### src/rtl/temp_display_fmt_pkg.sv
// Shared types and constants for the temperature display formatter.
package temp_disp_pkg;

    typedef enum logic [1:0] {
        IDLE,
        LOAD,
        CONV,
        DONE
    } state_e;

    // Four glyph codes, index 3 is the leftmost digit.
    typedef logic [3:0][4:0] digits_t;

    localparam logic [1:0] MODE_CELSIUS = 2'b00;
    localparam logic [1:0] MODE_ID      = 2'b01;
    localparam logic [1:0] MODE_RAW     = 2'b10;
    localparam logic [1:0] MODE_AUX     = 2'b11;

    // Codes 0x00..0x0F are the hex glyphs; these sit above that range.
    localparam logic [4:0] GLYPH_BLANK = 5'h10;
    localparam logic [4:0] GLYPH_MINUS = 5'h11;

    localparam digits_t SAT_DIGITS  = {GLYPH_MINUS, 5'd9, 5'd9, 5'd9};
    localparam digits_t ZERO_DIGITS = {GLYPH_BLANK, GLYPH_BLANK, 5'd0, 5'd0};

    // Lays out sign, BCD integer part and tenths as "hTU.t" / "-TU.t".
    function automatic digits_t fmt_celsius(
        input logic        neg,
        input logic [11:0] bcd,
        input logic [3:0]  tenths
    );
        digits_t    d;
        logic [4:0] hund;
        logic [4:0] tens;
        hund = {1'b0, bcd[11:8]};
        tens = {1'b0, bcd[7:4]};
        d[1] = {1'b0, bcd[3:0]};
        d[0] = {1'b0, tenths};
        if (neg) begin
            d[3] = GLYPH_MINUS;
            d[2] = (tens == 5'd0) ? GLYPH_BLANK : tens;
            if (hund != 5'd0) begin
                d = SAT_DIGITS;
            end
        end else begin
            d[3] = (hund == 5'd0) ? GLYPH_BLANK : hund;
            d[2] = (hund == 5'd0 && tens == 5'd0) ? GLYPH_BLANK : tens;
        end
        return d;
    endfunction

endpackage

### src/rtl/temp_display_fmt_seg7_glyph.sv
// Glyph code to active-low 7-segment pattern, seg[0]=a .. seg[6]=g.
module seg7_glyph
    import temp_disp_pkg::*;
(
    input  logic [4:0] code,
    output logic [6:0] seg
);

    always_comb begin
        seg = 7'h7F;
        case (code)
            5'h00: seg = 7'h40;
            5'h01: seg = 7'h79;
            5'h02: seg = 7'h24;
            5'h03: seg = 7'h30;
            5'h04: seg = 7'h19;
            5'h05: seg = 7'h12;
            5'h06: seg = 7'h02;
            5'h07: seg = 7'h78;
            5'h08: seg = 7'h00;
            5'h09: seg = 7'h10;
            5'h0A: seg = 7'h08;
            5'h0B: seg = 7'h03;
            5'h0C: seg = 7'h46;
            5'h0D: seg = 7'h21;
            5'h0E: seg = 7'h06;
            5'h0F: seg = 7'h0E;
            GLYPH_MINUS: seg = 7'h3F;
            default: seg = 7'h7F;
        endcase
    end

endmodule

### src/rtl/temp_display_fmt.sv
// Converts the sensor temperature word to signed decimal and drives a 4-digit display.
// Optional: define MINMAX_HOLD_EN to show the running maximum on sw=11.
module temp_display_fmt
    import temp_disp_pkg::*;
#(
    parameter int STABLE_CYCLES = 64,
    parameter int REFRESH_DIV   = 50000
) (
    input  logic        clk,
    input  logic        reset,
    input  logic [15:0] temp_raw,
    input  logic [7:0]  id,
    input  logic [1:0]  sw,
    output logic [6:0]  seg,
    output logic        dp,
    output logic [3:0]  an,
    output logic        busy
);

    localparam int SCW = $clog2(STABLE_CYCLES + 1);
    localparam int RCW = (REFRESH_DIV > 1) ? $clog2(REFRESH_DIV) : 1;
    localparam logic [SCW-1:0] STAB_MAX = SCW'(STABLE_CYCLES);
    localparam logic [RCW-1:0] REF_LAST = RCW'(REFRESH_DIV - 1);

    logic [15:0]    raw_q, raw_d;
    logic [SCW-1:0] stab_q, stab_d;
    state_e         state_q, state_d;
    logic [15:0]    last_conv_q, last_conv_d;
    logic           neg_q, neg_d;
    logic [3:0]     tenths_q, tenths_d;
    logic [8:0]     bin_q, bin_d;
    logic [11:0]    bcd_q, bcd_d;
    logic [3:0]     bit_q, bit_d;
    digits_t        cel_q, cel_d;

    logic [RCW-1:0] ref_q, ref_d;
    logic [1:0]     idx_q, idx_d;
    logic [6:0]     seg_q, seg_d;
    logic           dp_q, dp_d;
    logic [3:0]     an_q, an_d;

    logic [12:0]    t_val;
    logic [12:0]    mag;
    logic [11:0]    bcd_adj;

    always_ff @(posedge clk) begin
        if (reset) begin
            raw_q       <= '0;
            stab_q      <= '0;
            state_q     <= IDLE;
            last_conv_q <= '0;
            neg_q       <= 1'b0;
            tenths_q    <= '0;
            bin_q       <= '0;
            bcd_q       <= '0;
            bit_q       <= '0;
            cel_q       <= ZERO_DIGITS;
            ref_q       <= '0;
            idx_q       <= '0;
            seg_q       <= 7'h7F;
            dp_q        <= 1'b1;
            an_q        <= 4'hF;
        end else begin
            raw_q       <= raw_d;
            stab_q      <= stab_d;
            state_q     <= state_d;
            last_conv_q <= last_conv_d;
            neg_q       <= neg_d;
            tenths_q    <= tenths_d;
            bin_q       <= bin_d;
            bcd_q       <= bcd_d;
            bit_q       <= bit_d;
            cel_q       <= cel_d;
            ref_q       <= ref_d;
            idx_q       <= idx_d;
            seg_q       <= seg_d;
            dp_q        <= dp_d;
            an_q        <= an_d;
        end
    end

    always_comb begin
        raw_d = temp_raw;
        if (temp_raw != raw_q) begin
            stab_d = '0;
        end else if (stab_q == STAB_MAX) begin
            stab_d = stab_q;
        end else begin
            stab_d = stab_q + SCW'(1);
        end

        state_d     = state_q;
        last_conv_d = last_conv_q;
        neg_d       = neg_q;
        tenths_d    = tenths_q;
        bin_d       = bin_q;
        bcd_d       = bcd_q;
        bit_d       = bit_q;
        cel_d       = cel_q;

        t_val = last_conv_q[15:3];
        mag   = t_val[12] ? (~t_val + 13'd1) : t_val;

        // Double-dabble add-3 on every BCD digit before the shift.
        bcd_adj = bcd_q;
        for (int i = 0; i < 3; i++) begin
            if (bcd_q[i*4 +: 4] >= 4'd5) begin
                bcd_adj[i*4 +: 4] = bcd_q[i*4 +: 4] + 4'd3;
            end
        end

        case (state_q)
            IDLE: begin
                if (stab_q == STAB_MAX && raw_q != last_conv_q) begin
                    last_conv_d = raw_q;
                    state_d     = LOAD;
                end
            end
            LOAD: begin
                neg_d    = t_val[12];
                tenths_d = 4'(({4'b0000, mag[3:0]} * 8'd10) >> 4);
                bin_d    = mag[12:4];
                bcd_d    = '0;
                bit_d    = '0;
                state_d  = CONV;
            end
            CONV: begin
                bcd_d = {bcd_adj[10:0], bin_q[8]};
                bin_d = {bin_q[7:0], 1'b0};
                bit_d = bit_q + 4'd1;
                if (bit_q == 4'd8) begin
                    state_d = DONE;
                end
            end
            DONE: begin
                cel_d   = fmt_celsius(neg_q, bcd_q, tenths_q);
                state_d = IDLE;
            end
            default: state_d = IDLE;
        endcase
    end

`ifdef MINMAX_HOLD_EN
    logic signed [12:0] max_t_q, max_t_d;
    digits_t            max_cel_q, max_cel_d;

    always_ff @(posedge clk) begin
        if (reset) begin
            max_t_q   <= '0;
            max_cel_q <= ZERO_DIGITS;
        end else begin
            max_t_q   <= max_t_d;
            max_cel_q <= max_cel_d;
        end
    end

    always_comb begin
        max_t_d   = max_t_q;
        max_cel_d = max_cel_q;
        if (state_q == DONE && $signed(last_conv_q[15:3]) > max_t_q) begin
            max_t_d   = $signed(last_conv_q[15:3]);
            max_cel_d = cel_d;
        end
    end
`endif

    logic       ref_tick;
    logic [1:0] idx_nx;
    logic [4:0] code;
    logic       dp_sel;
    logic       blank_all;
    logic [6:0] glyph_seg;

    seg7_glyph u_glyph (
        .code (code),
        .seg  (glyph_seg)
    );

    // Outputs are loaded for the next digit on the refresh tick, so an/seg/dp stay aligned.
    always_comb begin
        ref_tick  = (ref_q == REF_LAST);
        ref_d     = ref_tick ? '0 : ref_q + RCW'(1);
        idx_nx    = idx_q + 2'd1;
        idx_d     = ref_tick ? idx_nx : idx_q;

        code      = GLYPH_BLANK;
        dp_sel    = 1'b1;
        blank_all = 1'b0;
        case (sw)
            MODE_CELSIUS: begin
                code   = cel_q[idx_nx];
                dp_sel = (idx_nx != 2'd1);
            end
            MODE_ID: begin
                if (idx_nx == 2'd0) begin
                    code = {1'b0, id[3:0]};
                end else if (idx_nx == 2'd1) begin
                    code = {1'b0, id[7:4]};
                end
            end
            MODE_RAW: begin
                code = {1'b0, last_conv_q[{idx_nx, 2'b00} +: 4]};
            end
            MODE_AUX: begin
`ifdef MINMAX_HOLD_EN
                code   = max_cel_q[idx_nx];
                dp_sel = (idx_nx != 2'd1);
`else
                blank_all = 1'b1;
`endif
            end
            default: blank_all = 1'b1;
        endcase

        seg_d = seg_q;
        dp_d  = dp_q;
        an_d  = an_q;
        if (ref_tick) begin
            seg_d = blank_all ? 7'h7F : glyph_seg;
            dp_d  = blank_all ? 1'b1 : dp_sel;
            an_d  = blank_all ? 4'hF : ~(4'b0001 << idx_nx);
        end
    end

    assign seg  = seg_q;
    assign dp   = dp_q;
    assign an   = an_q;
    assign busy = (state_q != IDLE);

endmodule

### config.mk
export PLATFORM = sky130hd
export DESIGN_NAME = temp_display_fmt
export DESIGN_NICKNAME = d
export VERILOG_FILES = /design/src/rtl/temp_display_fmt_pkg.sv /design/src/rtl/temp_display_fmt_seg7_glyph.sv /design/src/rtl/temp_display_fmt.sv
export SDC_FILE = /design/constraint.sdc
export NUM_CORES = 1
export LEC_CHECK = 0
export ABC_AREA = 0
export ABC_CLOCK_PERIOD_IN_PS = 9700
export CORE_UTILIZATION = 64
export DETAILED_ROUTE_END_ITERATION = 6
export GPL_TIMING_DRIVEN = 0
export PLACE_DENSITY = 0.95
export RECOVER_POWER = 25
export SLEW_MARGIN = 20
export SYNTH_ARGS = -nofsm -noshare
export SYNTH_HDL_FRONTEND = slang
export SYNTH_SLANG_ARGS = --single-unit
### constraint.sdc
create_clock -name clk -period 9.7 [get_ports clk]
set_input_delay 0.97 -clock clk [delete_from_list [all_inputs] [get_ports clk]]
set_output_delay 0.97 -clock clk [all_outputs]
set_load 0.01 [all_outputs]
# Word level (Yosys, flattened, before mapping)
# Memories as Yosys holds them, arrays and structs flattened.
# Index checks and enable logic that the tools add are counted.
[word_totals]
register_bits = 121
rom_bits = 224
word_cells = 91
memories = 1
[op_classes]
addsub = 8
multipliers = 1
order_cmp = 4
n_eq_ne = 15
shift = 2
mux = 26
bitwise = 2
reduce_logical = 14
[mem_list]
columns = ["name", "depth", "word_bits", "read_ports", "rd_clocked_by_memory_dff", "wr", "line", "text"]
rows = [
  ["(name not given)", 32, 7, 1, 0, 0, "temp_display_fmt_seg7_glyph.sv:11", "case (code)"],
]
[ops]
columns = ["cell", "count"]
rows = [
  ["!= test 16 bit", 2],
  ["2-to-1 mux 5 bit", 6],
  ["one-hot mux 12 bit (2 select lines)", 1],
  ["2-to-1 mux 10 bit", 2],
  ["one-hot mux 9 bit (2 select lines)", 1],
  ["adder 16 x 1 -> 16 bit (second input constant)", 1],
  ["== test 16 bit (second input constant)", 1],
  ["variable part select 16 x 5 -> 4 bit", 1],
  ["2-to-1 mux 15 bit", 1],
  ["one-hot mux 5 bit (3 select lines)", 1],
  ["adder 13 x 1 -> 13 bit (second input constant)", 1],
  ["2-to-1 mux 13 bit", 1],
  ["inverter 13 bit", 1],
  [">= comparator 4 x 3 -> 1 bit (second input constant)", 3],
  ["2-to-1 mux 4 bit", 3],
  ["binary-select mux 5 bit (select 2 bit)", 1],
  ["adder 4 x 2 -> 4 bit (second input constant)", 2],
  ["== test 2 bit (second input constant)", 4],
  ["zero test 4 bit", 2],
  ["one-hot mux 2 bit (4 select lines)", 1],
  ["one-hot mux 4 bit (2 select lines)", 1],
  ["adder 7 x 1 -> 7 bit (second input constant)", 1],
  ["== test 7 bit (second input constant)", 1],
  ["multiplier 4 x 3 -> 7 bit (second input constant)", 1],
  ["other kinds (20)", 32],
]

# Longest topological paths before layout
# An unclocked memory read counts as a cell.
[depth]
word_depth = 7
depth_mapped = 13

# By module
# Synthesis repeated with hierarchy kept, for this count alone.
[hier_totals]
cells_unflattened = 697
hier_area_um2 = 6140.9
[by_module_without_submodules]
columns = ["mod", "instances", "cells_each", "area_each_um2"]
rows = [
  ["temp_display_fmt", 1, 654, 5819.3],
  ["seg7_glyph", 1, 43, 321.6],
]

# Worst setup path before layout
# Ideal clock, no wire load.
[synth_timing]
kind = "register to register"
startpoint = "register idx_q[0]"
endpoint = "register seg_q[0], in the netlist seg[0]"
arrival_ns = 3.181
required_time_ns = 9.565
setup_slack_ns = 6.384
path_stages_with_launch = 14
n_path_buf = 3
period_less_slack_ns = 3.316
path_cell_list = "dfxtp_1 buf_2 buf_2 inv_1 ha_1 clkbuf_1 or3b_2 o22a_1 o311ai_0 inv_1 ha_1 a211o_1 o22ai_1 a31oi_1"
[synth_via]
elab_chain_cells = 7
word_cells_on_any_way = 11
cone_classes = "1 x add/sub; 1 x eq/ne; 1 x shift; 6 x mux; 1 x reduce/logical; 1 x memory"
[synth_lines]
columns = ["item", "line", "text"]
rows = [
  ["start: declaration", "temp_display_fmt.sv:37", "logic [1:0] idx_q, idx_d;"],
  ["start signal: assignment", "temp_display_fmt.sv:75", "idx_q <= idx_d;"],
  ["adder 2 x 1 -> 2 bit *", "temp_display_fmt.sv:183", "idx_nx = idx_q + 2'd1;"],
  ["via idx_nx[0]", "temp_display_fmt.sv:168", "logic [1:0] idx_nx;"],
  ["parallel branches: the longest is 3 deep, another holds variable part select 16 x 5 -> 4 bit", "--", ""],
  ["one-hot mux 5 bit (3 select lines) *", "temp_display_fmt.sv:189", "case (sw)"],
  ["memory (32 x 7 bit) *", "--", ""],
  ["2-to-1 mux 7 bit *", "temp_display_fmt.sv:219", "seg_d = blank_all ? 7'h7F : glyph_seg;"],
  ["end signal: assignment", "temp_display_fmt.sv:76", "seg_q <= seg_d;"],
  ["end: declaration", "temp_display_fmt.sv:38", "logic [6:0] seg_q, seg_d;"],
]
# Mark *: on every way through the listed nets, which the timed path passes. The select of a mux whose other input is x is not followed.
# A chain may end at the register's enable or synchronous reset.

# Worst setup path in the final report
[layout_timing]
startpoint = "register idx_q[0]"
endpoint = "register seg_q[3], in the netlist seg[3]"
# Same word-level chain as after synthesis.

==> metrics <==
status finished clean; Routed WL per cell 18.2 µm; Clk pin slew, worst setup/hold paths 60 ps; CTS tree built; Max VDD drop 0.000104 V; syn_nets 749; fmax 263 MHz; Die Area 9840 µm²; buffers added on ports 40; pre-CTS setup slack 5790 ps; vias in the first global route 5464; worst setup margin 5900 ps; gpl congestion 0.903; asr flop ratio synth 0; setup TNS 0 ps; gr usage total 0.336; placed inst area 6580 µm²; # nets final 808; layout cells sized above 1 0.0668; cells after synthesis 691; detailed placer's ending HPWL 10.2 mm; Critical Path RT 10100 ps; Max stage delay cell, worst path or3b_2; area used by multi-input combinational logic 3400 µm²; first-pass GRT wire length 25.7 mm; Resize count post-CTS 0; Max Cap Viol 0; critical path type reg2reg; min cycle time layout 3800 ps; kind of start point of the critical path flip-flop; Routed WL 15.9 mm; Avg Inst Size Synth 8.75 µm²; WP data arrival 4200 ps; crit-path max cell delay 560 ps; largest net degree at the start of global routing 17; hold slack 454 ps; core area 9200 µm²; register area 2380 µm²; Seq cells post-synth 119; CP endpoint kind flip-flop; Cell Chain, Critical Path buf_2 -> buf_2 -> inv_1 -> ha_1 -> clkbuf_1 -> or3b_2 -> o22a_1 -> o311ai_1 -> inv_1 -> ha_1 -> a211o_1 -> o22ai_1 -> a31oi_1; Ys Warns 0; Worst-Skew Late Latency 530 ps; IO Pins 41; antenna fix cells 0; Final Cell Area 7180 µm²; DR DRC count 0; Area Overhead vs Synth 18.8%; Std-Cell Rows 35; TritonCTS sink count 119; Setup Skew 7.37 ps; routed vias/inst 6.23; clock root buffer clkbuf_8; Die W 99.2 µm; antenna viol nets, final 0; CTS Buf Count 17; Final Hold Viols 0; H-tree levels 4; grt total ovfl 0; Initial Utilization 0.657; relative slew slack 0.503; maximum fanout along the worst path 10; Post-synth EDFFs 0; final setup violating endpoints 0; CTS Hold Bufs 0; sequential area share after synthesis 0.394; Mapped Area 6040 µm²; TritonRoute pass-1 iters 5; Via Count 5441; Synth Flop Type dfxtp_1; Worst Max-Slew Pin Slew 734 ps; Die Y 99.2 µm; Clock Path Buffers 2; initial antenna violation count 0; leak pwr 2.89 nW; Fill cells 543; Hold/Removal Path Class reg2reg; Yosys cell types 57; overall power 1.25 mW; RSZ-0062 raised after global routing false; period utilization 0.392; Max Slew Vio Count 0; Iteration-0 DRC Markers 423; post-CTS setup buffers 0; cell area power density 174 nW/µm²
## logic make-up after synthesis
family / after synthesis / synth area share
and+or+nand+nor: 249 / 0.195
DFF: 119 / 0.394
adders and majority gates: 30 / 0.0633
AOI/OAI and AO/OA: 116 / 0.127
xor gates and xnor gates: 65 / 0.0942
buffers and inverters: 65 / 0.0426
muxes: 47 / 0.0840
## synth_stat cells, drive strengths merged, types with 2 or more instances
cell type	n	area (µm²)
ha	29	363
nand2	46	173
mux4	3	67.6
a21oi	33	165
nand3	16	85.1
or4	4	30.0
xnor2	23	201
inv	26	97.6
xor2	42	368
o21ai	21	105
nor3	10	50.1
dfxtp	119	2380
nor4	7	43.8
mux2i	44	440
a221o	2	20.0
o41ai	2	17.5
a211oi	6	50.1
nand2b	9	56.3
and2	5	31.3
nor2	109	409
or4b	3	30.0
a22oi	13	97.6
nand4	4	25.0
and3	5	31.3
or2	3	18.8
nor2b	18	113
o22a	4	35.0
buf	11	55.0
clkbuf	27	101
o31ai	6	45.0
o21a	2	15.0
a221oi	2	17.5
o22ai	8	50.1
a32oi	4	35.0
or3b	2	17.5
a31oi	4	25.0
or3	3	18.8
a211o	3	35.0
## critical path: cells and delay by family, from the launching register on
| family | cells | cell delay [ps] |
|---|---|---|
| flip-flops | 1 | 360 |
| AND/OR/NAND/NOR | 1 | 560 |
| adder cells (fa/ha/maj) | 2 | 650 |
| AO/OA/AOI/OAI | 5 | 920 |
| buffers and inverters | 5 | 1180 |
## flip-flops by register name (all words and copies together), names as in the netlist
signal,flops
bcd_q,12
seg,7
tenths_q,4
bin_q,9
ref_q,16
bit_q,4
last_conv_q,16
dp,1
state_q,2
raw_q,16
idx_q,2
cel_q,18
an,4
neg_q,1
stab_q,7
## area by class of cell
type,instances,share of cell area
clock inverter,11,0.0206
tap,111,0.0193
inverter,27,0.0141
buffer,38,0.0218
multi-input combinational,507,0.474
timing repair buffer,40,0.0558
clock buffer,21,0.0626
sequential,119,0.332
## through the flow
| stage | utilization | std cells |
|---|---|---|
| floorplan | - | 691 |
| global placement | 0.716 | 842 |
| detailed placement | 0.716 | 842 |
| CTS | 0.781 | 874 |
| global route | 0.781 | 874 |
| finish | 0.781 | 874 |
## final timing paths
| check | start | to | slack [ps] | cells after the start |
|---|---|---|---|---|
| max | idx_q[0] | seg[3] | 5900 | 13 |
| min | ref_q[0] | ref_q[0] | 450 | 1 |
| max reg2reg | idx_q[0] | seg[3] | 5900 | 13 |
| min reg2reg | ref_q[0] | ref_q[0] | 450 | 1 |
## per-layer routing
layer	wire [µm]	part of all wire	global-route usage	vias to the layer above
li1	-	-	-	2500
met1	5980	0.38	0.355	2593
met2	8080	0.51	0.603	279
met3	1130	0.071	0.0766	69
met4	699	0.044	0.218	0
met5	0	0	0	-
## where the power goes
| part | switching (mW) | internal [mW] |
|---|---|---|
| clock | 0.230 | 0.405 |
| sequential | 0.00863 | 0.500 |
| combinational | 0.0647 | 0.0445 |
## placed cells by master, fill, tap and decap left out, types with 3 or more instances in the layout
master | Yosys | routed
a211oi_1 | 5 | 5
clkdlybuf4s50_1 | 0 | 39
or3_1 | 3 | 3
o22ai_1 | 8 | 8
bufinv_16 | 0 | 3
o31ai_1 | 6 | 6
buf_1 | 4 | 4
nor3_1 | 10 | 10
dfxtp_1 | 119 | 119
a21oi_1 | 33 | 33
and2_1 | 5 | 5
xnor2_1 | 23 | 23
o22a_1 | 4 | 4
nor2_1 | 109 | 109
nand2b_1 | 9 | 9
buf_2 | 5 | 5
nor2b_1 | 18 | 18
nand4_1 | 4 | 4
xor2_1 | 42 | 42
nand2_1 | 46 | 46
inv_1 | 26 | 26
mux2i_1 | 44 | 44
clkbuf_1 | 27 | 29
or4_1 | 4 | 4
a22oi_1 | 13 | 13
clkbuf_8 | 0 | 3
nor4_1 | 7 | 7
or2_2 | 3 | 3
nand3_1 | 15 | 15
o21ai_0 | 21 | 21
a32oi_1 | 4 | 4
and3_1 | 5 | 5
a31oi_1 | 4 | 4
clkbuf_16 | 0 | 16
ha_1 | 29 | 29
clkinvlp_4 | 0 | 4
mux4_2 | 3 | 3
No activity file was read; power rests on OpenSTA's default activity.
